`config.mk`:
```
export PLATFORM = sky130hd
export DESIGN_NAME = mul16_seq
export DESIGN_NICKNAME = d
export VERILOG_FILES = /design/src/rtl/mul16_seq_pkg.sv /design/src/rtl/mul16_seq_add16.sv /design/src/rtl/mul16_seq.sv
export SDC_FILE = /design/constraint.sdc
export NUM_CORES = 1
export LEC_CHECK = 0
export ABC_CLOCK_PERIOD_IN_PS = 4700
export CAP_MARGIN = 20
export CELL_PAD_IN_SITES_DETAIL_PLACEMENT = 0
export CELL_PAD_IN_SITES_GLOBAL_PLACEMENT = 2
export CORE_AREA = 3 3 115 117
export DETAILED_ROUTE_END_ITERATION = 8
export DIE_AREA = 0 0 118 120
export GPL_TIMING_DRIVEN = 0
export PLACE_DENSITY_LB_ADDON = 0.05
export SYNTH_ARGS = -nofsm -noshare
export SYNTH_HDL_FRONTEND = slang
export SYNTH_SLANG_ARGS = --single-unit
```
`constraint.sdc`:
```
create_clock -name clk -period 4.7 [get_ports clk]
set_input_delay 0.47 -clock clk [delete_from_list [all_inputs] [get_ports clk]]
set_output_delay 0.47 -clock clk [all_outputs]
set_load 0.1 [all_outputs]
```
`src/rtl/mul16_seq_pkg.sv`:
```
// Shared constants and state encoding for the mul16_seq multiplier.
// Consumers pull these in with an import of mul16_seq_pkg.
package mul16_seq_pkg;

    localparam int WIDTH       = 16;
    localparam int CNT_W       = 5;
    localparam int MUL16_STEPS = 16;

    typedef enum logic [1:0] {
        IDLE = 2'd0,
        RUN  = 2'd1,
        DONE = 2'd2
    } state_t;

    localparam logic [CNT_W-1:0] LAST_CNT = CNT_W'(MUL16_STEPS - 1);

endpackage

```
`src/rtl/mul16_seq_add16.sv`:
```
// Fixed-width 16-bit adder used by the multiplier's accumulate path.
// No carry-out: callers recover the carry with an unsigned compare.
module mul16_seq_add16
    import mul16_seq_pkg::*;
(
    output logic [WIDTH-1:0] sum,
    input  logic [WIDTH-1:0] a,
    input  logic [WIDTH-1:0] b
);

    assign sum = a + b;

endmodule

```
`src/rtl/mul16_seq.sv`:
```
// Sequential 16x16 shift-add multiplier, low 16 bits kept, exact overflow flag.
// Optional macro MUL16_EARLY_TERM_EN ends RUN once no multiplier bits remain.
module mul16_seq
    import mul16_seq_pkg::*;
(
    input  logic             clk,
    input  logic             reset,
    input  logic             start,
    input  logic [WIDTH-1:0] a,
    input  logic [WIDTH-1:0] b,
    output logic             busy,
    output logic             done,
    output logic [WIDTH-1:0] product,
    output logic             ovf
);

    state_t           state_q;
    state_t           state_d;
    logic [WIDTH-1:0] mcand;
    logic [WIDTH-1:0] mplier;
    logic [WIDTH-1:0] acc;
    logic [CNT_W-1:0] cnt;
    logic             mc_hi;
    logic             ov;

    logic [WIDTH-1:0] sum;
    logic [WIDTH-1:0] acc_nxt;
    logic             add_en;
    logic             carry;
    logic             ov_nxt;
    logic             last_step;

    mul16_seq_add16 u_add (
        .sum (sum),
        .a   (acc),
        .b   (mcand)
    );

    assign add_en  = mplier[0];
    assign carry   = (sum < acc);
    assign acc_nxt = add_en ? sum : acc;
    // A set bit already shifted out of mcand means this addend is >= 2^16.
    assign ov_nxt  = ov | (add_en & (carry | mc_hi));

`ifdef MUL16_EARLY_TERM_EN
    assign last_step = (mplier[WIDTH-1:1] == '0);
`else
    assign last_step = (cnt == LAST_CNT);
`endif

    // State register with synchronous reset.
    always_ff @(posedge clk) begin
        if (reset) begin
            state_q <= IDLE;
        end else begin
            state_q <= state_d;
        end
    end

    // Next-state logic: start only honoured in IDLE, DONE lasts one cycle.
    always_comb begin
        state_d = state_q;
        unique case (state_q)
            IDLE: if (start) state_d = RUN;
            RUN:  if (last_step) state_d = DONE;
            DONE: state_d = IDLE;
            default: state_d = IDLE;
        endcase
    end

    // Status outputs decoded from the current state.
    always_comb begin
        busy = 1'b0;
        done = 1'b0;
        unique case (state_q)
            IDLE: busy = 1'b0;
            RUN:  busy = 1'b1;
            DONE: begin
                busy = 1'b1;
                done = 1'b1;
            end
            default: busy = 1'b0;
        endcase
    end

    // Datapath: capture operands, one shift-add step per RUN cycle.
    always_ff @(posedge clk) begin
        if (reset) begin
            mcand   <= '0;
            mplier  <= '0;
            acc     <= '0;
            cnt     <= '0;
            mc_hi   <= 1'b0;
            ov      <= 1'b0;
            product <= '0;
            ovf     <= 1'b0;
        end else begin
            unique case (state_q)
                IDLE: begin
                    if (start) begin
                        mcand  <= a;
                        mplier <= b;
                        acc    <= '0;
                        cnt    <= '0;
                        mc_hi  <= 1'b0;
                        ov     <= 1'b0;
                    end
                end
                RUN: begin
                    acc    <= acc_nxt;
                    ov     <= ov_nxt;
                    mc_hi  <= mc_hi | mcand[WIDTH-1];
                    mcand  <= mcand << 1;
                    mplier <= mplier >> 1;
                    cnt    <= cnt + 1'b1;
                    if (last_step) begin
                        product <= acc_nxt;
                        ovf     <= ov_nxt;
                    end
                end
                default: begin
                end
            endcase
        end
    end

endmodule

```
# == After elaboration in Yosys (flattened, before gate mapping) ==
# Index checks and enable logic that the tools add are counted.
# word_totals
ff_bits,74
input_bits,35
output_inout_bits,19
wordCells,44
# classes
n_addsub,2
magnitude_cmp,1
eq_ne,5
n_mux,17
bitwise,4
reduce_logical,6
# ops
operator,count
case mux 16 bit (2 select lines),3
2-to-1 mux 16 bit,4
adder 16 bit,1
less-than comparator 16 bit,1
case mux 5 bit (2 select lines),1
AND reduction 2 bit,3
adder 5 x 1 -> 5 bit (second input constant),1
equality test 5 x 4 -> 1 bit (second input constant),1
2-to-1 mux 5 bit,1
2-to-1 mux 2 bit,2
!= test 2 bit (second input constant),2
case mux 1 bit (2 select lines),2
case mux 2 bit (2 select lines),1
2-to-1 mux 1 bit,3
OR 1 bit,3
equality test 2 x 1 -> 1 bit (second input constant),1
equality test 2 bit (second input constant),1
zero test 2 bit,1
nonzero test 2 bit,1
OR reduction 2 bit,1
AND 1 bit,1

# == Longest topological paths before layout ==
# Gate-level depths: netlist of the first run.
# logic_depth
ltp_word,6
ltp_mapped,15
depth_no_buf,15

# == Hierarchy ==
# Synthesis of the first run repeated with hierarchy kept, for this count alone.
# hier_totals
hier_cells,494
area_unflattened_um2,4351.7
# by_module_without_submodules
mod,n_inst,cells_per_inst,area_each_um2,seq_area_each_um2
mul16_seq,1,393,3582.2,1481.4
mul16_seq_add16,1,101,769.5,0.0

# == Worst setup path before layout of the first run ==
# No wires, ideal clock.
# synth_path
path_kind,register to register
start,register mcand[1]
end,register ov
arrival_ns,3.019
setup_slack_ns,1.566
stages_incl_launch_ff,13
n_path_buf,0
synth_period_minus_slack_ns,3.134
path_cell_list,dfxtp_1 ha_1 a211oi_1 o211ai_2 and3_2 or3_1 and2_1 ha_1 a21o_1 a21o_1 a211oi_1 a221oi_1 a2111oi_0
# synth_via
elab_chain_len,6
# synth_rtl
element,line,source
start: declaration,mul16_seq.sv:19,logic [WIDTH-1:0] mcand;
start signal: assignment,mul16_seq.sv:113,mcand <= mcand << 1;
adder 16 bit,mul16_seq_add16.sv:11,assign sum = a + b;
less-than comparator 16 bit,mul16_seq.sv:40,assign carry = (sum < acc);
OR 1 bit,mul16_seq.sv:43,assign ov_nxt = ov | (add_en & (carry | mc_hi));
AND 1 bit,mul16_seq.sv:43,
OR 1 bit,mul16_seq.sv:43,
case mux 1 bit (2 select lines),mul16_seq.sv:98,unique case (state_q)
end signal: assignment,mul16_seq.sv:111,ov <= ov_nxt;
end: declaration,mul16_seq.sv:24,logic ov;
# Every way passes these cells.
# A chain may end at the register's enable or synchronous reset.

# == Worst setup path after layout of the first run ==
# Same ends and word-level chain as after synthesis.

==> results of run 1 <==
-- path summary, 6_finish.rpt --
kind	end	cells after the start	slack (ns)
setup / recovery	ov	12	0.96
hold reg to reg	product[2]	2	0.46
setup reg to reg	ov	12	0.96
hold / removal	product[2]	2	0.46
-- Yosys cell counts, types with 9 or more instances --
cell type   n  area (um2)
a22oi_1    11        82.6
xnor2_1     9        78.8
nor2_1     66         248
dfxtp_1    74        1480
a211oi_1   43         323
ha_1       34         425
mux2i_1    35         350
a21oi_1    31         155
clkbuf_1   25        93.8
o21ai_0    36         180
nand2_1    20        75.1
inv_1      29         109
-- through the flow --
| step | setup WS (ns) | util, % | hold slack, ns | cell area, um2 |
|---|---|---|---|---|
| 2_1_floorplan | 1.57 | - | 0.454 | 4270 |
| 3_3_place_gp | 1.04 | 40.2 | 0.445 | 5010 |
| 3_5_place_dp | 1.03 | 40.2 | 0.454 | 5010 |
| 4_1_cts | 0.957 | 42.8 | 0.463 | 5340 |
| 5_1_grt | 0.680 | 42.8 | 0.490 | 5340 |
| 6_report | 0.956 | 42.8 | 0.462 | 5340 |
-- placed cells by master (no fill, tap or decap), types with 20 or more instances in the layout --
master            n
mux2i_1          35
ha_1             34
dfxtp_1          74
o21ai_0          36
clkdlybuf4s50_1  53
nor2_1           66
a211oi_1         43
a21oi_1          31
inv_1            29
nand2_1          20
clkbuf_1         27
-- kinds of logic (layout without fill, tap and decap cells) --
family	Yosys count	in the layout	synth area share, %
compound gates	160	160	24.9
simple gates	127	127	13.7
flops	74	74	34.7
buf+inv	58	127	5.16
mux	36	36	8.47
fa+ha+maj	35	35	10.4
xor+xnor	13	13	2.67
-- state kept, by name, summed over array words and instances, names as in the netlist --
| signal | count |
|---|---|
| ov | 1 |
| product | 16 |
| mc_hi | 1 |
| state_q | 2 |
| mcand | 16 |
| cnt | 5 |
| acc | 16 |
| ovf | 1 |
| mplier | 16 |
-- worst min-delay path: cells and delay by family (launching register included) --
family           cells  cell delay, ns
AO/OA/AOI/OAI        1            0.06
flip-flops           1            0.31
AND/OR/NAND/NOR      1            0.05
-- metal layers --
metal	global-route usage (%)	vias to the layer above	wire length, um
li1	-	1961	-
met1	26.0	1817	6360
met2	26.8	71	5260
met3	2.97	15	520
met4	7.77	0	238
met5	0	-	0
-- power by group --
part | internal [mW] | switching (mW) | leakage, nW | total (mW)
Combinational | 0.142 | 0.202 | 1.28 | 0.344
Sequential | 0.662 | 0.0278 | 0.604 | 0.690
Clock | 0.480 | 0.280 | 0.149 | 0.760
-- layout make-up --
type                            instances  area, um2  share of cell area [%]
Tap cell                              172        215                    4.03
Sequential cell                        74       1480                    27.8
Timing Repair Buffer                   53        531                    9.94
Multi-Input combinational cell        371       2570                    48.1
Buffer                                 29        111                    2.09
Clock buffer                           12        246                    4.62
Clock inverter                          4       75.1                    1.41
Inverter                               29        109                    2.04
==> reports/qor.yml, run 1 <==
timing:
  drv_slew: 0
  setup_viol: 0
  fin_crit_ns: 3.74
  finalCritPeriodShare_pct: 79.7
  rsz0062_at_grt: "false"
  hold_viol: 0
  fmax_mhz: 267
  slew_headroom_pct: 34.8
  finalSetupTns_ns: 0
  worst_pin_slew_ns: 0.976
  worst_clock_skew_ns: 0.00850
yosys:
  syn_nets: 573
  ys_types: 53
  synth_area_per_cell_um2: 8.48
  ys_seq_area_share_pct: 34.7
  syn_area_um2: 4270
  synth_edf_count: 0
  syn_inst: 503
  ys_warn_count: 0
  ys_ff_latch: 74
  synth-async-reset-ratio_pct: 0
  synthFlopType: "dfxtp_1"
finish:
  num_antenna_cells: 0
  drive_above_1_share_pct: 4.55
  syn2layout_area_growth_pct: 25.0
  fin_nets: 637
  nFillCells: 1299
  instances_no_fill: 744
worst_setup_path:
  cp-end-kind: "register"
  critPathLaunch: "mcand[1]"
  cp.arrival_ns: 3.96
  slowest_stage: "a2111oi_0"
  reg2reg_from: "mcand[1]"
  crit_family: "compound AO/OA/AOI/OAI gates"
  cp_max_fo: 5
  max_stage_delay_ns: 0.43
  path_class: "reg -> reg"
  critPathBufInv: 0
  critPathRequiredTime_ns: 4.91
  crit_chain: "ha_1 -> a211oi_1 -> o211ai_2 -> and3_2 -> or3_1 -> and2_1 -> ha_1 -> a21o_1 -> a21o_1 -> a211oi_1 -> a221oi_1 -> a2111oi_0"
  start_kind: "register"
clock_tree:
  cts_root_buffer: "clkbuf_16"
  path_clk_slew_ns: 0.06
  clk_path_buf_depth: 2
  cts_tree: "done"
  htreeDepth: 3
  clock_latency_ns: 0.35
  cts_made_buffers: 9
  holdBufCountCts: 0
  numClockSinks: 74
  cts_resized: 0
  cts_setup_buffers: 0
floorplan:
  die_area_um2: 14200
  rows: 41
  core-area_um2: 12500
  ios: 54
  die_w_um: 118
  initial_utilization_pct: 34.2
  dieHeight_um: 120
pwr:
  irDropWorstVdd_v: 0.000152
  leakagePower_nw: 2.03
  power.total_mw: 1.79
  p_per_area_nw_per_um2: 336
drt:
  via_count: 3864
  wl_per_cell_um: 16.6
  drtPass1Iterations: 4
  via_per_inst: 5.19
  drt-initial-drc-count: 273
  final_antenna_net_count: 0
  routed_wl_um: 12400
  drc: 0
global_routing:
  antenna_found_initial: 0
  grt_overflow: 0
  grt_max_degree: 13
  first_global_vias: 3678
  grt_pass1_wl_um: 19900
  gr-usage-all-layers_pct: 18.1
placement:
  dp_cells: 728
  hpwl_um: 9450
  routabilityCongestion: 0.829
  io_buffers: 53
job:
  cap_violations: 0
status:
  status: "finished, final reports clean"
min_path:
  hold_path_class: "reg -> reg"
  min_from: "product[2]"
Power figures use the tool's default switching activity.
==> inputs of run 2 (changes only) <==
--- a/config.mk
+++ b/config.mk
@@ -5,13 +5,13 @@
 export SDC_FILE = /design/constraint.sdc
 export NUM_CORES = 1
 export LEC_CHECK = 0
-export ABC_CLOCK_PERIOD_IN_PS = 4700
+export ABC_CLOCK_PERIOD_IN_PS = 3400
 export CAP_MARGIN = 20
 export CELL_PAD_IN_SITES_DETAIL_PLACEMENT = 0
 export CELL_PAD_IN_SITES_GLOBAL_PLACEMENT = 2
-export CORE_AREA = 3 3 115 117
+export CORE_AREA = 3 3 124 126
 export DETAILED_ROUTE_END_ITERATION = 8
-export DIE_AREA = 0 0 118 120
+export DIE_AREA = 0 0 127 129
 export GPL_TIMING_DRIVEN = 0
 export PLACE_DENSITY_LB_ADDON = 0.05
 export SYNTH_ARGS = -nofsm -noshare
==> constraint.sdc (replaced) <==
create_clock -name clk -period 3.4 [get_ports clk]
set_input_delay 0.34 -clock clk [delete_from_list [all_inputs] [get_ports clk]]
set_output_delay 0.34 -clock clk [all_outputs]
set_load 0.1 [all_outputs]
==> reports/qor.yml, run 2 (synthesized netlist as in run 1, its figures left out) <==
clock_tree:
  clk_path_buf_depth: 2
  cts_made_buffers: 9
  holdBufCountCts: 0
  clock_latency_ns: 0.34
  cts_root_buffer: "clkbuf_16"
  htreeDepth: 3
  numClockSinks: 74
  path_clk_slew_ns: 0.06
  cts_tree: "done"
floorplan:
  ios: 54
  die_area_um2: 16400
  die_w_um: 127
  core-area_um2: 14400
  dieHeight_um: 129
  rows: 44
  initial_utilization_pct: 29.6
finish:
  final_cell_mix: "66 x nor2_1, 59 x dfxtp_1, 53 x clkdlybuf4s50_1, 40 x a211oi_1, 35 x mux2i_1"
  num_antenna_cells: 0
  fin_nets: 646
  instances_no_fill: 765
  syn2layout_area_growth_pct: 31.2
  final_common_cell: "nor2_1"
  fin_util_pct: 38.8
  drive_above_1_share_pct: 12.4
  stdcell_area_um2: 5600
timing:
  fin_crit_ns: 3.23
  fmax_mhz: 310
  fin_ws_ns: 0.172
  worst_clock_skew_ns: 0.00568
  worst_pin_slew_ns: 0.968
  finalCritPeriodShare_pct: 94.9
  slew_headroom_pct: 35.3
  setup_viol: 0
  finalSetupTns_ns: 0
  whs_ns: 0.462
  hold_viol: 0
  drv_slew: 0
min_path:
  hold_path_class: "reg -> reg"
  hold_end: "product[2]"
  hold_depth: 2
  min_from: "product[2]"
worst_setup_path:
  r2r-end: "ov"
  reg2reg_from: "mcand[5]"
  cp.arrival_ns: 3.47
  rr_worst_depth: 12
  rrSetupSlack_ns: 0.17
  cp_max_fo: 5
  path_class: "reg -> reg"
  cp-end-kind: "register"
  critPathRequiredTime_ns: 3.64
  start_kind: "register"
pwr:
  power.total_mw: 2.53
  irDropWorstVdd_v: 0.000212
  leakagePower_nw: 2.09
  p_per_area_nw_per_um2: 451
global_routing:
  grt_overflow: 0
  first_global_vias: 3772
  grt_max_degree: 12
  grt_pass1_wl_um: 20600
  gr-usage-all-layers_pct: 16.3
  antenna_found_initial: 0
placement:
  routabilityCongestion: 0.846
  hpwl_um: 9920
  placed_area_um2: 5030
  io_buffers: 53
  place_ws_ns: -0.297
  dp_cells: 740
drt:
  via_count: 3883
  via_per_inst: 5.08
  wl_per_cell_um: 17.2
  routed_wl_um: 13200
  drc: 0
  final_antenna_net_count: 0
  drt-initial-drc-count: 233
  drtPass1Iterations: 4
status:
  status: "finished, final reports clean"
job:
  cap_violations: 0
run 2: cell types whose count changed in the layout (fill, tap and decap cells not counted), moves of 2 or more:
cell,delta
a211oi_1,-3
a211oi_2,+2
a21oi_1,-3
a21oi_2,+2
buf_4,+9
clkbuf_1,+2
clkinvlp_4,-2
dfxtp_1,-15
dfxtp_2,+15
ha_1,-9
ha_2,+5
ha_4,+4
o21ai_0,-2
xnor2_1,-2
run 2: worst max path at each step:
stage | end | slack, ns | depth (start not counted) | startpoint
after floorplan | ov | 0.27 | 12 | mcand[1]
after global placement | ov | -0.32 | 15 | mcand[0]
after detailed placement | ov | -0.30 | 15 | mcand[0]
after CTS | ov | 0.001 | 12 | acc[8]
after global routing | ov | -0.009 | 13 | mcand[0]
final | ov | 0.17 | 12 | mcand[5]
run 2: area by class of cell:
type,instances,area [um2]
Fill cell,1543,8830
Multi-Input combinational cell,371,2740
Sequential cell,74,1500
Timing Repair Buffer,62,598
Clock buffer,14,254
Tap cell,184,230
Buffer,29,111
Inverter,29,109
Clock inverter,2,60.1
run 2: power by group:
group	total [mW]	switching, mW	internal (mW)
registers	0.958	0.0402	0.917
clock network	1.05	0.385	0.665
logic	0.517	0.297	0.220
total	2.53	0.722	1.80
run 2: what timing repair did:
action                                  in CTS  in global routing
endpoints found under the setup margin       2                  2
pin swaps                                    8                 11
resized for setup                           18                 30
setup buffers                                7                  2
run 2: layer usage:
layer / vias to the layer above / part of all wire [%] / global-route usage [%]
met5: - / 0 / 0
met3: 9 / 3.8 / 4.23
met1: 1832 / 51 / 22.7
li1: 1976 / - / -
met4: 0 / 0.93 / 3.53
met2: 66 / 45 / 25.6
run 2: worst max-delay path, cell delays in order, from the launching register on:
cell and delay (ns):
dfxtp_1 0.33, ha_1 0.34, and2_1 0.18, o21a_2 0.24, and3_2 0.22, or3_1 0.38
and2_1 0.18, ha_1 0.30, a21o_1 0.16, a21o_1 0.19, a211oi_2 0.21, a221oi_2 0.11
a2111oi_2 0.29
==> inputs of run 3 (changes only) <==
--- a/config.mk
+++ b/config.mk
@@ -5,13 +5,13 @@
 export SDC_FILE = /design/constraint.sdc
 export NUM_CORES = 1
 export LEC_CHECK = 0
-export ABC_CLOCK_PERIOD_IN_PS = 3400
+export ABC_CLOCK_PERIOD_IN_PS = 3300
 export CAP_MARGIN = 20
 export CELL_PAD_IN_SITES_DETAIL_PLACEMENT = 0
 export CELL_PAD_IN_SITES_GLOBAL_PLACEMENT = 2
-export CORE_AREA = 3 3 124 126
+export CORE_AREA = 3 3 117 119
 export DETAILED_ROUTE_END_ITERATION = 8
-export DIE_AREA = 0 0 127 129
+export DIE_AREA = 0 0 120 122
 export GPL_TIMING_DRIVEN = 0
 export PLACE_DENSITY_LB_ADDON = 0.05
 export SYNTH_ARGS = -nofsm -noshare
==> constraint.sdc (replaced) <==
create_clock -name clk -period 3.3 [get_ports clk]
set_input_delay 0.33 -clock clk [delete_from_list [all_inputs] [get_ports clk]]
set_output_delay 0.33 -clock clk [all_outputs]
set_load 0.1 [all_outputs]
==> reports/qor.yml, run 3 (synthesized netlist as in run 1, its figures left out) <==
status:
  status: "finished, final reports clean"
timing:
  setup_viol: 0
  hold_viol: 0
  worst_clock_skew_ns: 0.00601
  slew_headroom_pct: 35.2
  finalCritPeriodShare_pct: 95.7
  fmax_mhz: 317
  worst_pin_slew_ns: 0.969
  fin_crit_ns: 3.16
  fin_ws_ns: 0.143
  drv_slew: 0
floorplan:
  initial_utilization_pct: 33.7
  dieHeight_um: 122
  rows: 41
  die_area_um2: 14600
  core-area_um2: 12700
  ios: 54
  die_w_um: 120
min_path:
  hold_path_class: "reg -> reg"
placement:
  place_ws_ns: -0.460
  dp_cells: 728
  routabilityCongestion: 0.766
  hpwl_um: 9650
  io_buffers: 53
clock_tree:
  numClockSinks: 74
  htreeDepth: 3
  holdBufCountCts: 0
  path_clk_slew_ns: 0.06
  clk_path_buf_depth: 2
  clock_latency_ns: 0.34
  cts_root_buffer: "clkbuf_16"
  cts_tree: "done"
  cts_made_buffers: 9
drt:
  wl_per_cell_um: 16.9
  via_count: 3880
  drc: 0
  via_per_inst: 5.18
  final_antenna_net_count: 0
  drtPass1Iterations: 4
  routed_wl_um: 12700
  drt-initial-drc-count: 251
pwr:
  p_per_area_nw_per_um2: 436
  leakagePower_nw: 2.05
  irDropWorstVdd_v: 0.000258
worst_setup_path:
  critPathRequiredTime_ns: 3.51
  cp.arrival_ns: 3.36
  path_class: "reg -> reg"
  start_kind: "register"
  cp_max_fo: 3
  cp-end-kind: "register"
finish:
  final_common_cell: "nor2_1"
  num_antenna_cells: 0
  syn2layout_area_growth_pct: 28.7
  fin_nets: 646
  final_cell_mix: "66 x nor2_1, 64 x dfxtp_1, 53 x clkdlybuf4s50_1, 40 x a211oi_1, 35 x mux2i_1"
  drive_above_1_share_pct: 11.6
  nFillCells: 1313
  instances_no_fill: 749
global_routing:
  antenna_found_initial: 0
  grt_max_degree: 11
  grt_overflow: 0
  gr-usage-all-layers_pct: 18.1
  first_global_vias: 3790
  grt_pass1_wl_um: 20400
job:
  cap_violations: 0
[run 3: worst paths after layout]
path,slack [ns],endpoint,cells after the start,startpoint
min reg2reg,0.47,product[2],2,product[2]
max reg2reg,0.14,ovf,14,mcand[0]
min,0.47,product[2],2,product[2]
max,0.14,ovf,14,mcand[0]
[run 3: metrics by stage]
step / utilization (%) / hold slack, ns / setup TNS, ns / instance area, um2 / power [mW]
after global routing: 43.3 / 0.504 / -0.00128 / 5490 / 2.52
after detailed placement: 39.6 / 0.463 / -0.866 / 5010 / 1.49
after global placement: 39.6 / 0.451 / -0.819 / 5010 / 1.49
after CTS: 42.7 / 0.471 / 0 / 5420 / 2.41
final: 43.3 / 0.466 / 0 / 5490 / 2.40
after floorplan: - / 0.454 / 0 / 4270 / 1.33
[run 3: area by class of cell]
| type | count | area [um2] | share of cell area (%) |
|---|---|---|---|
| multi-input combinational | 371 | 2710 | 49.4 |
| clock buffer | 11 | 243 | 4.42 |
| clock inverter | 1 | 5.00 | 0.0911 |
| sequential | 74 | 1500 | 27.3 |
| timing repair buffer | 62 | 598 | 10.9 |
| tap | 172 | 215 | 3.92 |
| buffer | 29 | 111 | 2.03 |
| inverter | 29 | 109 | 1.98 |
[run 3: power by group]
| group | internal [mW] | total, mW | switching, mW |
|---|---|---|---|
| combinational | 0.226 | 0.526 | 0.300 |
| sequential | 0.945 | 0.986 | 0.0413 |
| clock | 0.512 | 0.884 | 0.373 |
[run 3: critical path: stages (launching register included)]
cell and delay, ns:
dfxtp_4 0.36, ha_4 0.18, fa_2 0.35, a21oi_2 0.17, o21ai_2 0.10, a21o_1 0.22, a211oi_2 0.26, xor2_1 0.16
buf_4 0.14, inv_1 0.04, ha_1 0.28, and4_4 0.25, o21ai_2 0.07, a221oi_2 0.34, o41ai_1 0.09
[run 3: repair_timing]
action	in CTS	in global routing
setup endpoints to repair	2	2
gates resized for setup	28	16
setup buffers	7	2
pin swaps	11	12
[run 3: metal layers]
layer | track usage (%) | share of wire, % | vias to the layer above
met2 | 28.1 | 45 | 56
met5 | 0 | 0 | -
met3 | 4.92 | 3.4 | 9
met1 | 25.0 | 51 | 1841
li1 | - | - | 1974
met4 | 4.80 | 1.4 | 0
